--- src/rtl/if_fetch_unit_pkg.sv ---
// if_fetch_unit_pkg: IF-stage FSM state encodings and the default NOP word.
package if_fetch_unit_pkg;
  localparam int IF_STATE_BUS = 2;
  typedef enum logic [IF_STATE_BUS-1:0] {
    IF_STATE_FETCH,
    IF_STATE_SKID,
    IF_STATE_DISCARD
  } if_state_e;
  localparam logic [31:0] NOP_INSN_DEF = 32'h0;
endpackage

--- src/rtl/if_fetch_unit_if_reg.sv ---
// if_reg: IF pipeline register; squash beats stall, stall beats load, otherwise a bubble is inserted.
module if_reg
  import if_fetch_unit_pkg::*;
#(
  parameter int ADDR_W = 30,
  parameter int DATA_W = 32,
  parameter logic [ADDR_W-1:0] RESET_PC = '0,
  parameter logic [DATA_W-1:0] NOP_INSN = DATA_W'(NOP_INSN_DEF)
) (
  input  logic              clk,
  input  logic              reset,
  input  logic              squash_i,
  input  logic              stall_i,
  input  logic              load_i,
  input  logic [ADDR_W-1:0] pc_i,
  input  logic [DATA_W-1:0] insn_i,
  output logic [ADDR_W-1:0] if_pc_o,
  output logic [DATA_W-1:0] if_insn_o,
  output logic              if_en_o
);
  logic [ADDR_W-1:0] pc_q;
  logic [DATA_W-1:0] insn_q;
  logic              en_q;
  always_ff @(posedge clk or posedge reset) begin
    if (reset) begin
      pc_q   <= RESET_PC;
      insn_q <= NOP_INSN;
      en_q   <= 1'b0;
    end else if (squash_i) begin
      insn_q <= NOP_INSN;
      en_q   <= 1'b0;
    end else if (!stall_i) begin
      en_q   <= load_i;
      insn_q <= load_i ? insn_i : NOP_INSN;
      if (load_i) pc_q <= pc_i;
    end
  end
  assign if_pc_o   = pc_q;
  assign if_insn_o = insn_q;
  assign if_en_o   = en_q;
endmodule

--- src/rtl/if_fetch_unit.sv ---
// if_fetch_unit: instruction fetch stage owning the PC, bus handshake, skid buffer and IF register.
// Define IF_PERF_CNT_EN to build the fetch/wait performance counters.
module if_fetch_unit
  import if_fetch_unit_pkg::*;
#(
  parameter int ADDR_W = 30,
  parameter int DATA_W = 32,
  parameter logic [ADDR_W-1:0] RESET_PC = '0,
  parameter logic [DATA_W-1:0] NOP_INSN = DATA_W'(NOP_INSN_DEF)
) (
  input  logic              clk,
  input  logic              reset,
  input  logic              stall_i,
  input  logic              flush_i,
  input  logic [ADDR_W-1:0] new_pc_i,
  input  logic              br_taken_i,
  input  logic [ADDR_W-1:0] br_addr_i,
  output logic              if_bus_req_o,
  output logic [ADDR_W-1:0] if_bus_addr_o,
  input  logic              if_bus_rdy_i,
  input  logic [DATA_W-1:0] if_bus_rd_data_i,
  output logic [ADDR_W-1:0] if_pc_o,
  output logic [DATA_W-1:0] if_insn_o,
  output logic              if_en_o,
  output logic [31:0]       if_fetch_cnt_o,
  output logic [31:0]       if_wait_cnt_o
);
  if_state_e         state_q, state_d;
  logic [ADDR_W-1:0] pc_q, pc_d, redir_pc_q, redir_pc_d, skid_pc_q, skid_pc_d, tgt;
  logic [DATA_W-1:0] skid_q, skid_d;
  logic              redir, load, in_skid;
  assign redir         = flush_i | (br_taken_i & ~stall_i);
  assign tgt           = flush_i ? new_pc_i : br_addr_i;
  assign in_skid       = state_q == IF_STATE_SKID;
  assign if_bus_req_o  = ~reset & ~in_skid;
  assign if_bus_addr_o = pc_q;
  assign load          = ~redir & ~stall_i & (in_skid | (state_q == IF_STATE_FETCH & if_bus_rdy_i));
  always_comb begin
    state_d    = state_q;
    pc_d       = pc_q;
    redir_pc_d = redir_pc_q;
    skid_d     = skid_q;
    skid_pc_d  = skid_pc_q;
    case (state_q)
      IF_STATE_FETCH: begin
        if (redir) begin
          // An outstanding bus cycle cannot be aborted, so a redirect must wait it out in DISCARD
          if (if_bus_rdy_i) pc_d = tgt;
          else begin
            redir_pc_d = tgt;
            state_d    = IF_STATE_DISCARD;
          end
        end else if (if_bus_rdy_i) begin
          pc_d = pc_q + ADDR_W'(1);
          if (stall_i) begin
            skid_d    = if_bus_rd_data_i;
            skid_pc_d = pc_q;
            state_d   = IF_STATE_SKID;
          end
        end
      end
      IF_STATE_SKID: begin
        if (redir) pc_d = tgt;
        if (redir || !stall_i) state_d = IF_STATE_FETCH;
      end
      default: begin
        if (redir) redir_pc_d = tgt;
        if (if_bus_rdy_i) begin
          pc_d    = redir ? tgt : redir_pc_q;
          state_d = IF_STATE_FETCH;
        end
      end
    endcase
  end
  always_ff @(posedge clk or posedge reset) begin
    if (reset) begin
      state_q    <= IF_STATE_FETCH;
      pc_q       <= RESET_PC;
      redir_pc_q <= RESET_PC;
      skid_pc_q  <= RESET_PC;
      skid_q     <= NOP_INSN;
    end else begin
      state_q    <= state_d;
      pc_q       <= pc_d;
      redir_pc_q <= redir_pc_d;
      skid_pc_q  <= skid_pc_d;
      skid_q     <= skid_d;
    end
  end
  if_reg #(
    .ADDR_W(ADDR_W), .DATA_W(DATA_W), .RESET_PC(RESET_PC), .NOP_INSN(NOP_INSN)
  ) u_if_reg (
    .clk      (clk),
    .reset    (reset),
    .squash_i (redir),
    .stall_i  (stall_i),
    .load_i   (load),
    .pc_i     (in_skid ? skid_pc_q : pc_q),
    .insn_i   (in_skid ? skid_q : if_bus_rd_data_i),
    .if_pc_o  (if_pc_o),
    .if_insn_o(if_insn_o),
    .if_en_o  (if_en_o)
  );
`ifdef IF_PERF_CNT_EN
  logic [31:0] fetch_cnt_q, wait_cnt_q;
  always_ff @(posedge clk or posedge reset) begin
    if (reset) begin
      fetch_cnt_q <= '0;
      wait_cnt_q  <= '0;
    end else begin
      if (load) fetch_cnt_q <= fetch_cnt_q + 32'd1;
      if (if_bus_req_o && !if_bus_rdy_i) wait_cnt_q <= wait_cnt_q + 32'd1;
    end
  end
  assign if_fetch_cnt_o = fetch_cnt_q;
  assign if_wait_cnt_o  = wait_cnt_q;
`else
  assign if_fetch_cnt_o = '0;
  assign if_wait_cnt_o  = '0;
`endif
endmodule

--- config.mk ---
export PLATFORM = sky130hd
export DESIGN_NAME = if_fetch_unit
export DESIGN_NICKNAME = d
export VERILOG_FILES = /design/src/rtl/if_fetch_unit_pkg.sv /design/src/rtl/if_fetch_unit_if_reg.sv /design/src/rtl/if_fetch_unit.sv
export SDC_FILE = /design/constraint.sdc
export NUM_CORES = 1
export LEC_CHECK = 0
export BUFFER_PORTS_ARGS = -buffer_cell sky130_fd_sc_hd__buf_2
export CAP_MARGIN = 20
export CORE_ASPECT_RATIO = 1.75
export CORE_MARGIN = 3
export CORE_UTILIZATION = 54
export DETAILED_ROUTE_END_ITERATION = 16
export GPL_ROUTABILITY_DRIVEN = 0
export MAX_ROUTING_LAYER = met4
export PLACE_DENSITY = 0.84
export SYNTH_ARGS = -nofsm -noshare
export SYNTH_HDL_FRONTEND = slang
export SYNTH_HIERARCHICAL = 1
export SYNTH_SLANG_ARGS = --single-unit
--- constraint.sdc ---
create_clock -name clk -period 4.3 [get_ports clk]
set_input_delay 0.215 -clock clk [delete_from_list [all_inputs] [get_ports clk]]
set_output_delay 0.215 -clock clk [all_outputs]
set_load 0.01 [all_outputs]
After elaboration in Yosys (flattened, before gate mapping):

Cells that the tools add are included.

* output and inout port bits: 158
* bits in registers: 187
* logic and storage cells: 65

* mux-type cells: 25
* bitwise logic cells: 11
* equal/unequal tests: 10
* $add $sub $neg: 1
* reductions and logical operators: 10

Operators with widths (count)
* $mux W30: 10
* $mux W32: 4
* $pmux W30 S2: 2
* $add A30 B1 Y30 const B: 1
* $mux W2: 6
* $ne A3 B3 Y1 const B: 3
* $reduce_and A3 Y1: 3
* $ne A2 B2 Y1 const B: 4
* $and A1 B1 Y1: 5
* $reduce_and A5 Y1: 1
* $ne A2 B1 Y1 const B: 2
* $not A1 Y1: 4
* $pmux W2 S2: 1
* $reduce_and A4 Y1: 1
* $reduce_bool A3 Y1: 1
* $eq A2 B1 Y1 const B: 1
* $logic_not A2 Y1: 1
* $mux W1: 2
* $or A1 B1 Y1: 2
* $reduce_bool A2 Y1: 1
* $logic_not A1 Y1: 1
* $logic_or A1 B1 Y1: 1

Logic depth before layout (Yosys ltp):

* depth in word-level cells: 9
* depth in mapped cells: 10

Hierarchy:

The synthesis kept the hierarchy.

By module, submodules not included
* if_fetch_unit: cells each 871, times used 1, area an instance 7624.8 um2
* if_reg: cells each 211, times used 1, area an instance 2615.0 um2

Least setup slack after synthesis:

Ideal clock, no wire load.

* path kind: input to register
* from: input flush_i
* to: register u_if_reg.pc_q[19] (netlist: u_if_reg/if_pc_o[19])
* data required time: 4.175 ns
* path slack: 1.805 ns
* setup time: 0.125 ns
* arrival time: 2.370 ns
* buffers on the path: 6
* cell stages on the path: 10
* cells stage by stage: buf_4 -> buf_4 -> buf_4 -> buf_4 -> or4_1 -> nor2_1 -> buf_4 -> nor3b_4 -> buf_6 -> mux2_4

* longest elaborated chain between the ends: 5

Ends and longest elaborated chain
* start: declaration: RTL line if_fetch_unit.sv:14 `input logic flush_i,`
* $or A1 B1 Y1: RTL line if_fetch_unit.sv:32 `assign redir = flush_i | (br_taken_i & ~stall_i);`
* $not A1 Y1 (no source line)
* $and A1 B1 Y1 (2 in a row): RTL line if_fetch_unit.sv:37 `assign load = ~redir & ~stall_i & (in_skid | (state_q == IF_STATE_FETCH & if_bus_rdy_i));`
* named net load: RTL line if_fetch_unit.sv:31 `logic redir, load, in_skid;`
* $reduce_and A3 Y1 (no source line)
* end signal: assignment: RTL line if_fetch_unit_if_reg.sv:35 `if (load_i) pc_q <= pc_i;`
* end: declaration: RTL line if_fetch_unit_if_reg.sv:21 `logic [ADDR_W-1:0] pc_q;`

The timed path passes the listed nets, and every way through them passes these cells.
A chain may end at the register's enable or synchronous reset.

Worst setup path in the final report:

* from: register state_q[1]
* to: register u_if_reg.pc_q[4] (netlist: u_if_reg/if_pc_o[4])

* longest elaborated chain between the ends: 5

Ends and longest elaborated chain
* start: declaration: RTL line if_fetch_unit.sv:28 `if_state_e state_q, state_d;`
* start signal: assignment: RTL line if_fetch_unit.sv:83 `state_q <= state_d;`
* $logic_not A2 Y1: RTL line if_fetch_unit.sv:37
* $and A1 B1 Y1: RTL line if_fetch_unit.sv:37
* $or A1 B1 Y1 (*): RTL line if_fetch_unit.sv:37
* $and A1 B1 Y1 (*): RTL line if_fetch_unit.sv:37
* named net load: RTL line if_fetch_unit.sv:31
* $reduce_and A3 Y1 (no source line) (*)

Mark *: on every way through the listed nets, which the timed path passes. The rest lies on a longest branch.

==> reports/metrics.cfg <==
[critical_path]
critPathCapture=u_if_reg/if_pc_o[4]
rr_startpoint=state_q[1]
critical_path_arrival_ns=3.18
worst_setup_path_end_kind=register
regToRegEndpoint=u_if_reg/if_pc_o[4]
reg2reg_depth=6
cp_max_fo=34
startpoint=state_q[1]
worstPathRequired_ns=4.61
worstSetupPathType=register to register
crit_path_start_kind=register
reg2reg_slack_ns=1.43

[timing]
tns_ns=0
fmax_mhz=348
relSlewSlack_pct=43.1
period_share_pct=66.8
finalCriticalPeriod_ns=2.87
tightest_slew_ns=0.853
finalHoldViolCount=0
setup_viol=0
rsz0062_at_grt=false
finClkSkew_ns=0.00636
drv_slew=0

[cts]
clock-sinks=187
clock_latency_ns=0.43
clk_pin_slew_ns=0.07
tritoncts=yes
hold_buffers=1
root_buffer=clkbuf_16
cts_made_buffers=17
cts_resized=0
htreeDepth=4
post_cts_buffers=0
cts_buffer_depth=2

[power]
seqPwrFrac_pct=48.2
p_clk_share_pct=29.3
power_mw=5.19
sw_frac_of_total_pct=32.9
peakVddDrop_v=0.000266
power_density_nw_per_um2=445
power_switching_mw=1.71
leakage_nw=5.66
power_frac_comb_pct=22.5
intPower_mw=3.48

[routing]
totalWireLength_um=26000
final_antenna_net_count=0
drt_first_pass_iters=6
drc=0
routed_via_density=5.73
routedWlPerCell_um=17.5
vias=8510
drt_iter0_markers=799

[global_route]
grt_pass1_wl_um=41900
busiest_layer=met2
grtUsageMet3_pct=4.13
use_met1_pct=29.7
grt_usage_pct=26.1
grt_use_met2_pct=43.1
grt_pass1_vias=8379
antenna_found_initial=0
grt_max_degree=77
grt_overflow=0

[finish]
finalNonFillerCells=1485
syn2layout_area_growth_pct=13.8
drive_gt1_share_pct=28.4
final_nets=1333
num-fill-cells=1542
n_antenna_cell=0

[min_path]
hold_path.class=input pin to register
hold_path.startpoint=if_bus_rd_data_i[31]

[synthesis]
ys_ff_latch=187
netlist_area_um2=10200
synth_seq_area_share_pct=45.7
yosysWarnings=6
avgSynthCellArea_um2=9.46
synthCells=1082
synth-edff-count=0
async_flop_share_pct=100
ys.flop_type=dfrtp_1
synth.distinct_cells=64

[floorplan]
die_area_um2=20700
die_w_um=110
die_h_um=188
design.core.area_um2=18600
start_util_pct=55.1
fp-row-count=66
num_io_pins=256

[placed_design]
place_hpwl_um=18400
placed_cells=1450
port_buffers=191

[run_status]
status=finished, final reports clean

[flow_run]
maxCapViolations=0

kinds of logic after synthesis:
kind of cell | after synthesis | share of synthesized area, %
compound gates | 205 | 12.5
fa+ha+maj | 1 | 0.122
other cells | 1 | 0.0366
buf+inv | 159 | 9.14
flops | 187 | 45.7
mux | 127 | 14.0
simple gates | 402 | 18.5
power groups by stage:
| stage | Sequential, mW | Combinational [mW] | Clock, mW |
|---|---|---|---|
| after detailed placement | 2.52 | 1.16 | 0 |
| after floorplan | 2.44 | 0.824 | 0 |
| after global routing | 2.55 | 1.30 | 1.60 |
| final | 2.50 | 1.17 | 1.52 |
| after global placement | 2.49 | 1.12 | 0 |
| after CTS | 2.49 | 1.17 | 1.54 |
how the worst min path moves through the flow:
stage / endpoint / depth (start not counted)
after floorplan: skid_q[21] / 1
after global placement: skid_pc_q[13] / 2
after detailed placement: skid_pc_q[13] / 2
after CTS: skid_q[31] / 2
after global routing: skid_q[30] / 2
final: skid_q[31] / 2
cell type report:
| class | count | area, µm² | share of cell area, % |
|---|---|---|---|
| Clock buffer | 18 | 439 | 3.77 |
| Clock inverter | 14 | 135 | 1.16 |
| Inverter | 16 | 62.6 | 0.537 |
| Multi-Input combinational cell | 799 | 4890 | 42.0 |
| Sequential cell | 187 | 4680 | 40.2 |
| Tap cell | 238 | 298 | 2.56 |
| Timing Repair Buffer | 213 | 1140 | 9.82 |
metal layers:
metal,vias up,wire [µm]
li1,3917,-
met1,4034,9700
met2,453,13100
met3,106,1860
met4,0,1370
met5,-,0
stage by stage:
step                cell area [µm²]  hold WS, ns  utilization (%)  setup WS, ns
floorplan                     10500        0.350                -         0.786
global placement              11000        0.183             59.4          1.53
detailed placement            11000        0.187             59.4          1.48
CTS                           11600       0.0111             62.5          1.46
global route                  11600       0.0310             62.7          1.28
finish                        11600       0.0208             62.7          1.43
cells in the final DEF (no fill, tap or decap), types with 5 or more instances in the layout:
| cell type | count |
|---|---|
| nand2b_1 | 5 |
| mux2i_1 | 31 |
| o21ai_0 | 67 |
| buf_2 | 191 |
| a2bb2oi_1 | 8 |
| and4_1 | 6 |
| nand3b_1 | 32 |
| nand3_1 | 19 |
| inv_1 | 12 |
| a21oi_1 | 51 |
| clkbuf_16 | 17 |
| and3_1 | 6 |
| a31oi_1 | 8 |
| clkinv_4 | 5 |
| mux2_1 | 6 |
| mux2_4 | 10 |
| dfrtp_1 | 187 |
| o2bb2ai_1 | 8 |
| buf_4 | 20 |
| o31ai_1 | 5 |
| nor3_1 | 8 |
| conb_1 | 64 |
| nor2_1 | 23 |
| nand2_1 | 263 |
| nand4_1 | 12 |
| a21boi_0 | 5 |
| mux2_2 | 80 |
| o211ai_1 | 9 |
state kept, by name (all words and copies together), names as in the netlist:
register / count
redir_pc_q: 30
u_if_reg/if_en_o: 1
state_q: 2
skid_pc_q: 30
u_if_reg/if_pc_o: 30
if_bus_addr_o: 30
u_if_reg/if_insn_o: 32
skid_q: 32
synthesized netlist by cell type, types with 6 or more instances:
cell type / instances / area (µm²)
nand3b_1: 32 / 240
o211ai_1: 9 / 67.6
mux2_4: 10 / 150
nand3_1: 19 / 95.1
mux2i_1: 31 / 310
inv_1: 14 / 52.6
mux2_1: 6 / 67.6
a31oi_1: 8 / 50.1
mux2_2: 80 / 901
nand4_1: 12 / 75.1
dfrtp_1: 187 / 4680
o2bb2ai_1: 8 / 70.1
nand2b_1: 6 / 37.5
nand2_1: 263 / 987
buf_4: 74 / 556
nor3_1: 8 / 40.0
and3_1: 6 / 37.5
and4_1: 6 / 52.6
o21ai_0: 68 / 340
clkbuf_1: 41 / 154
nor2_1: 24 / 90.1
a21oi_1: 51 / 255
a2bb2oi_1: 8 / 70.1
buf_2: 19 / 95.1
critical path, stage by stage, from the launching register on:
cell	delay, ns
dfrtp_1	0.70
or4_1	0.64
nor2_2	0.11
buf_4	0.35
nor3b_4	0.27
buf_4	0.30
mux2_2	0.38
(Power assumes the default switching activity.)
